### src/rtl/stage_execute_if.sv
`default_nettype none
// ============================================================================
// Module   : stage_execute_if
// Purpose  : ID/EX to EX/MEM bundle seen by the execute stage.
// Revision : 1.0 - initial release
// ============================================================================
interface stage_execute_if #(
    parameter int WIDTH = 32
);
    logic             ValidE;
    logic             FlushE;
    logic             RegWriteE;
    logic             MemtoRegE;
    logic             MemWriteE;
    logic             ALUSrcE;
    logic             FlagsWriteE;
    logic [2:0]       ALUControlE;
    logic [3:0]       WA3E;
    logic [WIDTH-1:0] rd1E;
    logic [WIDTH-1:0] rd2E;
    logic [WIDTH-1:0] ExtImmE;

    logic             StallE;
    logic             ValidM;
    logic             RegWriteM;
    logic             MemtoRegM;
    logic             MemWriteM;
    logic [3:0]       WA3M;
    logic [WIDTH-1:0] ALUResultM;
    logic [WIDTH-1:0] WriteDataM;
    logic [3:0]       FlagsNZCV;

    modport master (
        output ValidE, FlushE, RegWriteE, MemtoRegE, MemWriteE, ALUSrcE,
               FlagsWriteE, ALUControlE, WA3E, rd1E, rd2E, ExtImmE,
        input  StallE, ValidM, RegWriteM, MemtoRegM, MemWriteM, WA3M,
               ALUResultM, WriteDataM, FlagsNZCV
    );

    modport slave (
        input  ValidE, FlushE, RegWriteE, MemtoRegE, MemWriteE, ALUSrcE,
               FlagsWriteE, ALUControlE, WA3E, rd1E, rd2E, ExtImmE,
        output StallE, ValidM, RegWriteM, MemtoRegM, MemWriteM, WA3M,
               ALUResultM, WriteDataM, FlagsNZCV
    );
endinterface
`default_nettype wire

### src/rtl/stage_execute.sv
`default_nettype none
// ============================================================================
// Module   : stage_execute
// Purpose  : Execute stage - ALU, NZCV flags, shift-add MUL sequencer, EX/MEM regs.
// Revision : 1.0 - initial release
// ============================================================================
module stage_execute #(
    parameter int WIDTH    = 32,
    parameter int MUL_ITER = 32
) (
    input  wire logic        clk,
    input  wire logic        reset,
    stage_execute_if.slave   ex
);
    localparam int c_cnt_w = (MUL_ITER > 1) ? $clog2(MUL_ITER) : 1;
    localparam int c_sh_w  = (WIDTH > 1) ? $clog2(WIDTH) : 1;
    localparam logic [c_cnt_w-1:0] c_cnt_last = c_cnt_w'(MUL_ITER - 1);

    localparam logic [2:0] c_op_add  = 3'b000;
    localparam logic [2:0] c_op_sub  = 3'b001;
    localparam logic [2:0] c_op_and  = 3'b010;
    localparam logic [2:0] c_op_or   = 3'b011;
    localparam logic [2:0] c_op_xor  = 3'b100;
    localparam logic [2:0] c_op_shl  = 3'b101;
    localparam logic [2:0] c_op_mul  = 3'b110;
    localparam logic [2:0] c_op_movb = 3'b111;

    typedef enum logic [0:0] {
        IDLE = 1'b0,
        BUSY = 1'b1
    } state_t;

    state_t             r_state;
    state_t             w_state_next;

    logic [c_cnt_w-1:0] r_cnt;
    logic [WIDTH-1:0]   r_acc;
    logic [WIDTH-1:0]   r_mcand;
    logic [WIDTH-1:0]   r_mplier;
    logic               r_mul_regwrite;
    logic               r_mul_memtoreg;
    logic               r_mul_memwrite;
    logic               r_mul_flagswrite;
    logic [3:0]         r_mul_wa3;
    logic [WIDTH-1:0]   r_mul_wdata;

    logic               r_validm;
    logic               r_regwritem;
    logic               r_memtoregm;
    logic               r_memwritem;
    logic [3:0]         r_wa3m;
    logic [WIDTH-1:0]   r_resultm;
    logic [WIDTH-1:0]   r_wdatam;
    logic [3:0]         r_flags;

    logic [WIDTH-1:0]   w_a;
    logic [WIDTH-1:0]   w_srcb;
    logic [WIDTH:0]     w_sum;
    logic [WIDTH:0]     w_diff;
    logic [WIDTH-1:0]   w_alu_res;
    logic               w_alu_c;
    logic               w_alu_v;
    logic [WIDTH-1:0]   w_acc_next;
    logic               w_is_mul;
    logic               w_start_mul;
    logic               w_commit_single;
    logic               w_mul_last;
    logic               w_mul_done;

    assign w_a    = ex.rd1E;
    assign w_srcb = ex.ALUSrcE ? ex.ExtImmE : ex.rd2E;
    assign w_sum  = {1'b0, w_a} + {1'b0, w_srcb};
    assign w_diff = {1'b0, w_a} + {1'b0, ~w_srcb} + {{WIDTH{1'b0}}, 1'b1};

    always_comb begin
        w_alu_res = '0;
        w_alu_c   = r_flags[1];
        w_alu_v   = r_flags[0];
        case (ex.ALUControlE)
            c_op_add: begin
                w_alu_res = w_sum[WIDTH-1:0];
                w_alu_c   = w_sum[WIDTH];
                w_alu_v   = (w_a[WIDTH-1] == w_srcb[WIDTH-1]) &&
                            (w_sum[WIDTH-1] != w_a[WIDTH-1]);
            end
            c_op_sub: begin
                w_alu_res = w_diff[WIDTH-1:0];
                w_alu_c   = w_diff[WIDTH];
                w_alu_v   = (w_a[WIDTH-1] != w_srcb[WIDTH-1]) &&
                            (w_diff[WIDTH-1] != w_a[WIDTH-1]);
            end
            c_op_and:  w_alu_res = w_a & w_srcb;
            c_op_or:   w_alu_res = w_a | w_srcb;
            c_op_xor:  w_alu_res = w_a ^ w_srcb;
            c_op_shl:  w_alu_res = w_a << w_srcb[c_sh_w-1:0];
            c_op_movb: w_alu_res = w_srcb;
            default:   w_alu_res = '0;  // MUL result comes from the sequencer
        endcase
    end

    // One shift-add step; on the last iteration this is already the product.
    assign w_acc_next = r_acc + (r_mplier[0] ? r_mcand : {WIDTH{1'b0}});

    assign w_is_mul        = (ex.ALUControlE == c_op_mul);
    assign w_mul_last      = (r_cnt == c_cnt_last);
    assign w_start_mul     = (r_state == IDLE) && ex.ValidE && w_is_mul && !ex.FlushE;
    assign w_commit_single = (r_state == IDLE) && ex.ValidE && !w_is_mul && !ex.FlushE;
    assign w_mul_done      = (r_state == BUSY) && w_mul_last && !ex.FlushE;

    assign ex.StallE = reset && !ex.FlushE &&
                       (((r_state == IDLE) && ex.ValidE && w_is_mul) ||
                        ((r_state == BUSY) && !w_mul_last));

    always_ff @(negedge clk or negedge reset) begin
        if (!reset) begin
            r_state <= IDLE;
        end else begin
            r_state <= w_state_next;
        end
    end

    always_comb begin
        w_state_next = r_state;
        if (ex.FlushE) begin
            w_state_next = IDLE;
        end else begin
            case (r_state)
                IDLE:    if (w_start_mul) w_state_next = BUSY;
                BUSY:    if (w_mul_last)  w_state_next = IDLE;
                default: w_state_next = IDLE;
            endcase
        end
    end

    always_ff @(negedge clk or negedge reset) begin
        if (!reset) begin
            r_cnt            <= '0;
            r_acc            <= '0;
            r_mcand          <= '0;
            r_mplier         <= '0;
            r_mul_regwrite   <= 1'b0;
            r_mul_memtoreg   <= 1'b0;
            r_mul_memwrite   <= 1'b0;
            r_mul_flagswrite <= 1'b0;
            r_mul_wa3        <= '0;
            r_mul_wdata      <= '0;
        end else if (ex.FlushE) begin
            r_cnt <= '0;
        end else if (w_start_mul) begin
            r_cnt            <= '0;
            r_acc            <= '0;
            r_mcand          <= w_a;
            r_mplier         <= w_srcb;
            r_mul_regwrite   <= ex.RegWriteE;
            r_mul_memtoreg   <= ex.MemtoRegE;
            r_mul_memwrite   <= ex.MemWriteE;
            r_mul_flagswrite <= ex.FlagsWriteE;
            r_mul_wa3        <= ex.WA3E;
            r_mul_wdata      <= ex.rd2E;
        end else if (r_state == BUSY) begin
            r_acc    <= w_acc_next;
            r_mcand  <= r_mcand << 1;
            r_mplier <= r_mplier >> 1;
            r_cnt    <= w_mul_last ? '0 : r_cnt + 1'b1;
        end
    end

    // Every edge registers a bubble unless a result commits.
    always_ff @(negedge clk or negedge reset) begin
        if (!reset) begin
            r_validm    <= 1'b0;
            r_regwritem <= 1'b0;
            r_memtoregm <= 1'b0;
            r_memwritem <= 1'b0;
            r_wa3m      <= '0;
            r_resultm   <= '0;
            r_wdatam    <= '0;
        end else if (w_commit_single) begin
            r_validm    <= 1'b1;
            r_regwritem <= ex.RegWriteE;
            r_memtoregm <= ex.MemtoRegE;
            r_memwritem <= ex.MemWriteE;
            r_wa3m      <= ex.WA3E;
            r_resultm   <= w_alu_res;
            r_wdatam    <= ex.rd2E;
        end else if (w_mul_done) begin
            r_validm    <= 1'b1;
            r_regwritem <= r_mul_regwrite;
            r_memtoregm <= r_mul_memtoreg;
            r_memwritem <= r_mul_memwrite;
            r_wa3m      <= r_mul_wa3;
            r_resultm   <= w_acc_next;
            r_wdatam    <= r_mul_wdata;
        end else begin
            r_validm    <= 1'b0;
            r_regwritem <= 1'b0;
            r_memtoregm <= 1'b0;
            r_memwritem <= 1'b0;
            r_wa3m      <= '0;
            r_resultm   <= '0;
            r_wdatam    <= '0;
        end
    end

    always_ff @(negedge clk or negedge reset) begin
        if (!reset) begin
            r_flags <= 4'b0000;
        end else if (w_commit_single && ex.FlagsWriteE) begin
            r_flags <= {w_alu_res[WIDTH-1], (w_alu_res == '0), w_alu_c, w_alu_v};
        end else if (w_mul_done && r_mul_flagswrite) begin
            r_flags <= {w_acc_next[WIDTH-1], (w_acc_next == '0), r_flags[1:0]};
        end
    end

    assign ex.ValidM     = r_validm;
    assign ex.RegWriteM  = r_regwritem;
    assign ex.MemtoRegM  = r_memtoregm;
    assign ex.MemWriteM  = r_memwritem;
    assign ex.WA3M       = r_wa3m;
    assign ex.ALUResultM = r_resultm;
    assign ex.WriteDataM = r_wdatam;
    assign ex.FlagsNZCV  = r_flags;

endmodule
`default_nettype wire

### src/flat_wrapper.sv
// flat-port wrapper written by rule: the top's interface ports become plain ports
module stage_execute_flat 
#(
    parameter int WIDTH    = 32,
    parameter int MUL_ITER = 32
)
  (clk, reset, ex_ValidE, ex_FlushE, ex_RegWriteE, ex_MemtoRegE, ex_MemWriteE, ex_ALUSrcE, ex_FlagsWriteE, ex_ALUControlE, ex_WA3E, ex_rd1E, ex_rd2E, ex_ExtImmE, ex_StallE, ex_ValidM, ex_RegWriteM, ex_MemtoRegM, ex_MemWriteM, ex_WA3M, ex_ALUResultM, ex_WriteDataM, ex_FlagsNZCV);
  stage_execute_if #(.WIDTH(WIDTH)) ex_i ();
  input  wire logic clk;
  input  wire logic reset;
  input wire logic [$bits(ex_i.ValidE)-1:0] ex_ValidE;
  input wire logic [$bits(ex_i.FlushE)-1:0] ex_FlushE;
  input wire logic [$bits(ex_i.RegWriteE)-1:0] ex_RegWriteE;
  input wire logic [$bits(ex_i.MemtoRegE)-1:0] ex_MemtoRegE;
  input wire logic [$bits(ex_i.MemWriteE)-1:0] ex_MemWriteE;
  input wire logic [$bits(ex_i.ALUSrcE)-1:0] ex_ALUSrcE;
  input wire logic [$bits(ex_i.FlagsWriteE)-1:0] ex_FlagsWriteE;
  input wire logic [$bits(ex_i.ALUControlE)-1:0] ex_ALUControlE;
  input wire logic [$bits(ex_i.WA3E)-1:0] ex_WA3E;
  input wire logic [$bits(ex_i.rd1E)-1:0] ex_rd1E;
  input wire logic [$bits(ex_i.rd2E)-1:0] ex_rd2E;
  input wire logic [$bits(ex_i.ExtImmE)-1:0] ex_ExtImmE;
  output wire logic [$bits(ex_i.StallE)-1:0] ex_StallE;
  output wire logic [$bits(ex_i.ValidM)-1:0] ex_ValidM;
  output wire logic [$bits(ex_i.RegWriteM)-1:0] ex_RegWriteM;
  output wire logic [$bits(ex_i.MemtoRegM)-1:0] ex_MemtoRegM;
  output wire logic [$bits(ex_i.MemWriteM)-1:0] ex_MemWriteM;
  output wire logic [$bits(ex_i.WA3M)-1:0] ex_WA3M;
  output wire logic [$bits(ex_i.ALUResultM)-1:0] ex_ALUResultM;
  output wire logic [$bits(ex_i.WriteDataM)-1:0] ex_WriteDataM;
  output wire logic [$bits(ex_i.FlagsNZCV)-1:0] ex_FlagsNZCV;
  assign ex_i.ValidE = ex_ValidE;
  assign ex_i.FlushE = ex_FlushE;
  assign ex_i.RegWriteE = ex_RegWriteE;
  assign ex_i.MemtoRegE = ex_MemtoRegE;
  assign ex_i.MemWriteE = ex_MemWriteE;
  assign ex_i.ALUSrcE = ex_ALUSrcE;
  assign ex_i.FlagsWriteE = ex_FlagsWriteE;
  assign ex_i.ALUControlE = ex_ALUControlE;
  assign ex_i.WA3E = ex_WA3E;
  assign ex_i.rd1E = ex_rd1E;
  assign ex_i.rd2E = ex_rd2E;
  assign ex_i.ExtImmE = ex_ExtImmE;
  assign ex_StallE = ex_i.StallE;
  assign ex_ValidM = ex_i.ValidM;
  assign ex_RegWriteM = ex_i.RegWriteM;
  assign ex_MemtoRegM = ex_i.MemtoRegM;
  assign ex_MemWriteM = ex_i.MemWriteM;
  assign ex_WA3M = ex_i.WA3M;
  assign ex_ALUResultM = ex_i.ALUResultM;
  assign ex_WriteDataM = ex_i.WriteDataM;
  assign ex_FlagsNZCV = ex_i.FlagsNZCV;
  stage_execute #(.WIDTH(WIDTH), .MUL_ITER(MUL_ITER)) u_core (.clk(clk), .reset(reset), .ex(ex_i));
endmodule
### config.mk
export PLATFORM = sky130hd
export DESIGN_NAME = stage_execute_flat
export DESIGN_NICKNAME = d
export VERILOG_FILES = /design/src/rtl/stage_execute_if.sv /design/src/rtl/stage_execute.sv /design/src/flat_wrapper.sv
export SDC_FILE = /design/constraint.sdc
export NUM_CORES = 1
export LEC_CHECK = 0
export CORE_UTILIZATION = 57
export DETAILED_ROUTE_END_ITERATION = 8
export PLACE_DENSITY = 0.79
export SLEW_MARGIN = 15
export SYNTH_ARGS = -nofsm -noshare
export SYNTH_HDL_FRONTEND = slang
export SYNTH_SLANG_ARGS = --single-unit
### constraint.sdc
create_clock -name clk -period 5.85 [get_ports clk]
set_input_delay 1.17 -clock clk [delete_from_list [all_inputs] [get_ports clk]]
set_output_delay 1.17 -clock clk [all_outputs]
set_load 0.01 [all_outputs]
==> qor.yml, run 1 <==
syn_avg_cell_area_sq_um: 8.20
synth_area_sq_um: 18400
fp.dieH_microns: 182
async_reset_ff_frac: 1.00
clk_path_buf_depth: 3
synthAdderAreaFrac: 0.107
lastStage: "global routing (5_1_grt)"
ys_types: 86
grt_usage: 0.716
synth_simple_gate_area_share: 0.191
io_pins: 189
cts-buffers-inserted: 24
error: "[ERROR GRT-0232] Routing congestion too high. Check the congestion heatmap in the GUI."
grt_max_degree: 71
fp.dieW_microns: 182
dpl_cell_area_sq_um: 25100
ys_warn_count: 0
ys_seq_area_frac: 0.296
syn_nets: 2517
synth_edf_count: 0
muxShareOfSynthArea: 0.0667
worstEndpointType: "sequential cell input"
worst_endpoint: "u_core.ex.FlagsNZCV[2]$_DFFE_NN0P_/D"
cts_sinks: 218
synthFlopType: "dfrtn_1"
synth-seq-cells: 218
core.rowCount: 65
cts-root-buf: "clkbuf_16"
io_buffer_count: 188
synth_top_family_by_area: "compound AO/OA/AOI/OAI gates"
overflow: 150
initial_core_util: 0.582
synth_compound_gate_area_share: 0.261
postSynthCellCount: 2249
synth_xor_area_frac: 0.0256
dp_hpwl_microns: 60800
htree_levels: 1
status: "stopped before the end"
gp_congestion: 1.12
==> routing by layer <==
layer,GRT overflow,track usage
met2,84,0.929
met3,5,0.501
met1,0,0.730
met5,0,0.201
met4,61,0.689
==> logic make-up after synthesis <==
kind of cell	after synthesis
multiplexers	104
buffers and inverters	242
adder cells (fa/ha/maj)	156
XOR/XNOR	54
AO/OA/AOI/OAI	701
flip-flops	218
AND/OR/NAND/NOR	774
==> synthesized netlist by cell type (22+ instances only) <==
cell type,number,share of area
nand2_1,338,0.069
dfrtn_1,218,0.30
nor2_1,165,0.034
ha_1,153,0.10
a21oi_1,152,0.041
o21ai_0,135,0.037
clkbuf_1,108,0.022
inv_1,95,0.019
mux2i_1,84,0.046
nand3_1,71,0.019
a22oi_1,57,0.023
and2_1,47,0.016
a22o_1,45,0.021
o22ai_1,39,0.013
xnor2_1,36,0.017
a221o_1,35,0.019
a21o_1,29,0.012
nand4_1,26,0.0088
nor3_1,25,0.0068
o211ai_1,22,0.0090
==> what timing repair did <==
item / in CTS
endpoints found under the setup margin: 105
hold endpoints to repair: 0
cloned: 1
gates resized for setup: 351
buffers inserted: 70
pin swaps: 128
hold buffers: 0
==> stage by stage <==
stage / setup slack [ns] / hold slack, ns / utilization / instances / setup TNS (ns)
2_1_floorplan: -1.88 / 0.394 / - / 2249 / -40.87
3_3_place_gp: -2.18 / 0.417 / 0.791 / 3279 / -128.51
3_5_place_dp: -2.25 / 0.427 / 0.791 / 3279 / -139.31
4_1_cts: -1.24 / 0.429 / 0.878 / 3389 / -25.70
==> inputs of run 2 (changes only) <==
CORE_UTILIZATION = 40   (was 57)
PLACE_DENSITY = unset   (was 0.79)
PLACE_DENSITY_LB_ADDON = 0.15   (was unset)
==> qor.yml, run 2 <==
status: "finished with violations"  # was stopped before the end
violations: "negative setup slack"
via_per_inst: 5.89
ys_seq_area_frac: 0.296  # unchanged
core.rowCount: 78  # was 65
ys_types: 86  # unchanged
wirelength_microns: 86800
layout_commonest_cell: "buf_4"
synth-seq-cells: 218  # unchanged
syn_nets: 2517  # unchanged
nNetsFinal: 3303
synth_area_sq_um: 18400  # unchanged
fp.dieH_microns: 217  # was 182 microns
postSynthCellCount: 2249  # unchanged
arrival_ns: 4.86
cts_sinks: 218  # unchanged
gp_congestion: 1.03  # was 1.12
drc: 0
rsz0062_at_grt: "yes"
antenna_left: 0
cts-buffers-inserted: 26  # was 24
cp-start-kind: "primary input"
slew-limit-headroom: 0.355
syn_avg_cell_area_sq_um: 8.20  # unchanged
cts-root-buf: "clkbuf_16"  # unchanged
drt_iter0_drc: 2287
finalSetupViolCount: 35
async_reset_ff_frac: 1.00  # unchanged
hp-class: "register to register"
ctsHoldBuffers: 0  # unchanged
grt_max_degree: 68
yosys.area.top_type: "dfrtn_1"  # unchanged
final_cells: 3655
required_ns: 3.48
grt_pass1_wl_microns: 129000
ys_warn_count: 0  # unchanged
reg2reg_slack_ns: 0.92
io_buffer_count: 188  # unchanged
finalMaxSlewViolations: 0
synthFlopType: "dfrtn_1"  # unchanged
dr.pass1.iters: 7
io_pins: 189  # unchanged
ir_drop_mv: 0.222
p_per_area_nw_per_um2: 226
wire_per_inst_microns: 23.7
antennaDiodeCount: 0
clk_path_buf_depth: 3  # unchanged
clk_pin_slew_worst_paths_ns: 0.05
fillers: 3835
dp.cells: 3513  # was 3279
drive_gt1_frac: 0.372
p_leak_nw: 13.8
htree_levels: 1  # unchanged
cts_tree: "done"
dp_slack_ns: -2.56  # was -2.25 ns
synthMostInstantiatedCell: "nand2_1"  # unchanged
clk_latency_ns: 0.56
synth_top_area_frac: 0.296  # unchanged
synth_edf_count: 0  # unchanged
crit_fanout: 5
ys_top_cells_by_count: "338 x nand2_1, 218 x dfrtn_1, 165 x nor2_1, 153 x ha_1, 152 x a21oi_1"  # unchanged
worstSetupEndpointType: "register"
vias: 21500
fp.dieW_microns: 217  # was 182 microns
cap_violations: 0
final_cell_mix: "594 x buf_4, 323 x nand2_1, 218 x dfrtn_1"
path_class: "primary input to register"
overflow: 0
tightest_slew_ns: 0.956
antenna_found_initial: 0
coreArea_sq_um: 45500
initial_core_util: 0.406  # was 0.582
fin_skew_ns: 0.0114
syn_to_final_growth_pct: 62.2
setup_ws_ns: -1.38
synth_area_leaders: "dfrtn_1 30%, ha_1 10%, nand2_1 6.9%"  # unchanged
final-hold-violation-count: 0
grt_pass1_vias: 21200
dp_hpwl_microns: 67100  # was 60800 microns
dieArea_sq_um: 47000
grt_usage: 0.360
[run 2: path summary, 6_finish.rpt]
kind / cells after the start / endpoint / startpoint
min reg2reg: 2 / u_core.r_mul_wdata[8]$_DFFE_NN0P_ / u_core.r_mul_wdata[8]$_DFFE_NN0P_
max: 20 / u_core.ex.FlagsNZCV[2]$_DFFE_NN0P_ / ex_ALUSrcE
min: 2 / u_core.r_mul_wdata[8]$_DFFE_NN0P_ / u_core.r_mul_wdata[8]$_DFFE_NN0P_
max reg2reg: 15 / u_core.ex.FlagsNZCV[2]$_DFFE_NN0P_ / u_core.r_mplier[0]$_DFFE_NN0P_
min in group asynchronous: 1 / u_core.ex.WriteDataM[15]$_DFF_NN0_ / reset
max in group asynchronous: 2 / u_core.r_acc[24]$_DFFE_NN0P_ / reset
[run 2: timing repair]
item | CTS | global route
pin swaps | 149 | 99
buffers inserted | 81 | 41
hold endpoints to repair | 0 | 0
endpoints found under the setup margin | 131 | 103
resized for setup | 464 | 143
gates cloned | 3 | 1
[run 2: per-layer routing]
layer  routed length, microns  up-vias  global-route usage
met2                    38600      884               0.560
li1                         -     9788                   -
met4                     3610        0               0.134
met5                        0        -                   0
met3                     6510      157              0.0527
met1                    38000    10700               0.505
[run 2: area by class of cell]
type	instances	area, sq um	share of cell area
clock buffers	38	756	0.0253
clock inverters	10	136	0.00456
inverters	100	392	0.0131
multi-input cells	1789	14500	0.485
flip-flops and latches	218	5460	0.182
well taps	600	751	0.0251
repair buffers	900	7930	0.265
[run 2: through the flow]
stage / hold WS [ns] / area, sq um / power, mW / setup TNS [ns] / utilization
2_1_floorplan: 0.394 / 18900 / 3.21 / -40.87 / -
6_report: 0.421 / 29900 / 6.76 / -27.10 / 0.658
3_3_place_gp: 0.418 / 25700 / 4.47 / -162.66 / 0.565
5_1_grt: 0.435 / 29900 / 7.04 / -29.97 / 0.658
4_1_cts: 0.424 / 29100 / 6.57 / -24.78 / 0.639
3_5_place_dp: 0.423 / 25700 / 4.51 / -167.17 / 0.565
[run 2: where the power goes]
group	leakage (nW)	total (mW)	switching [mW]	internal, mW
clock network	0.427	1.68	0.693	0.991
logic	10.5	3.12	1.64	1.49
registers	2.88	1.96	0.176	1.78
[run 2: worst max-delay path, cell delays in order]
cell	delay, ns
buf_16	0.12
mux2i_4	0.19
inv_2	0.11
ha_4	0.15
inv_2	0.04
fa_2	0.38
a21oi_4	0.19
buf_4	0.14
o21bai_2	0.08
a221oi_2	0.24
nor2b_1	0.09
a211oi_2	0.30
nand4_1	0.31
nor4_2	0.35
buf_4	0.14
nand4_1	0.11
nor4_2	0.23
buf_4	0.16
nand4_1	0.15
o31ai_2	0.20
[run 2: kinds of logic after synthesis]
logic type               count (synthesis)  share of synthesized area
AO/OA/AOI/OAI                          701                      0.261
XOR/XNOR                                54                     0.0256
adder cells (fa/ha/maj)                156                      0.107
buffers and inverters                  242                     0.0525
flip-flops                             218                      0.296
multiplexers                           104                     0.0667
AND/OR/NAND/NOR                        774                      0.191
No activity file was read; power rests on OpenSTA's default activity.
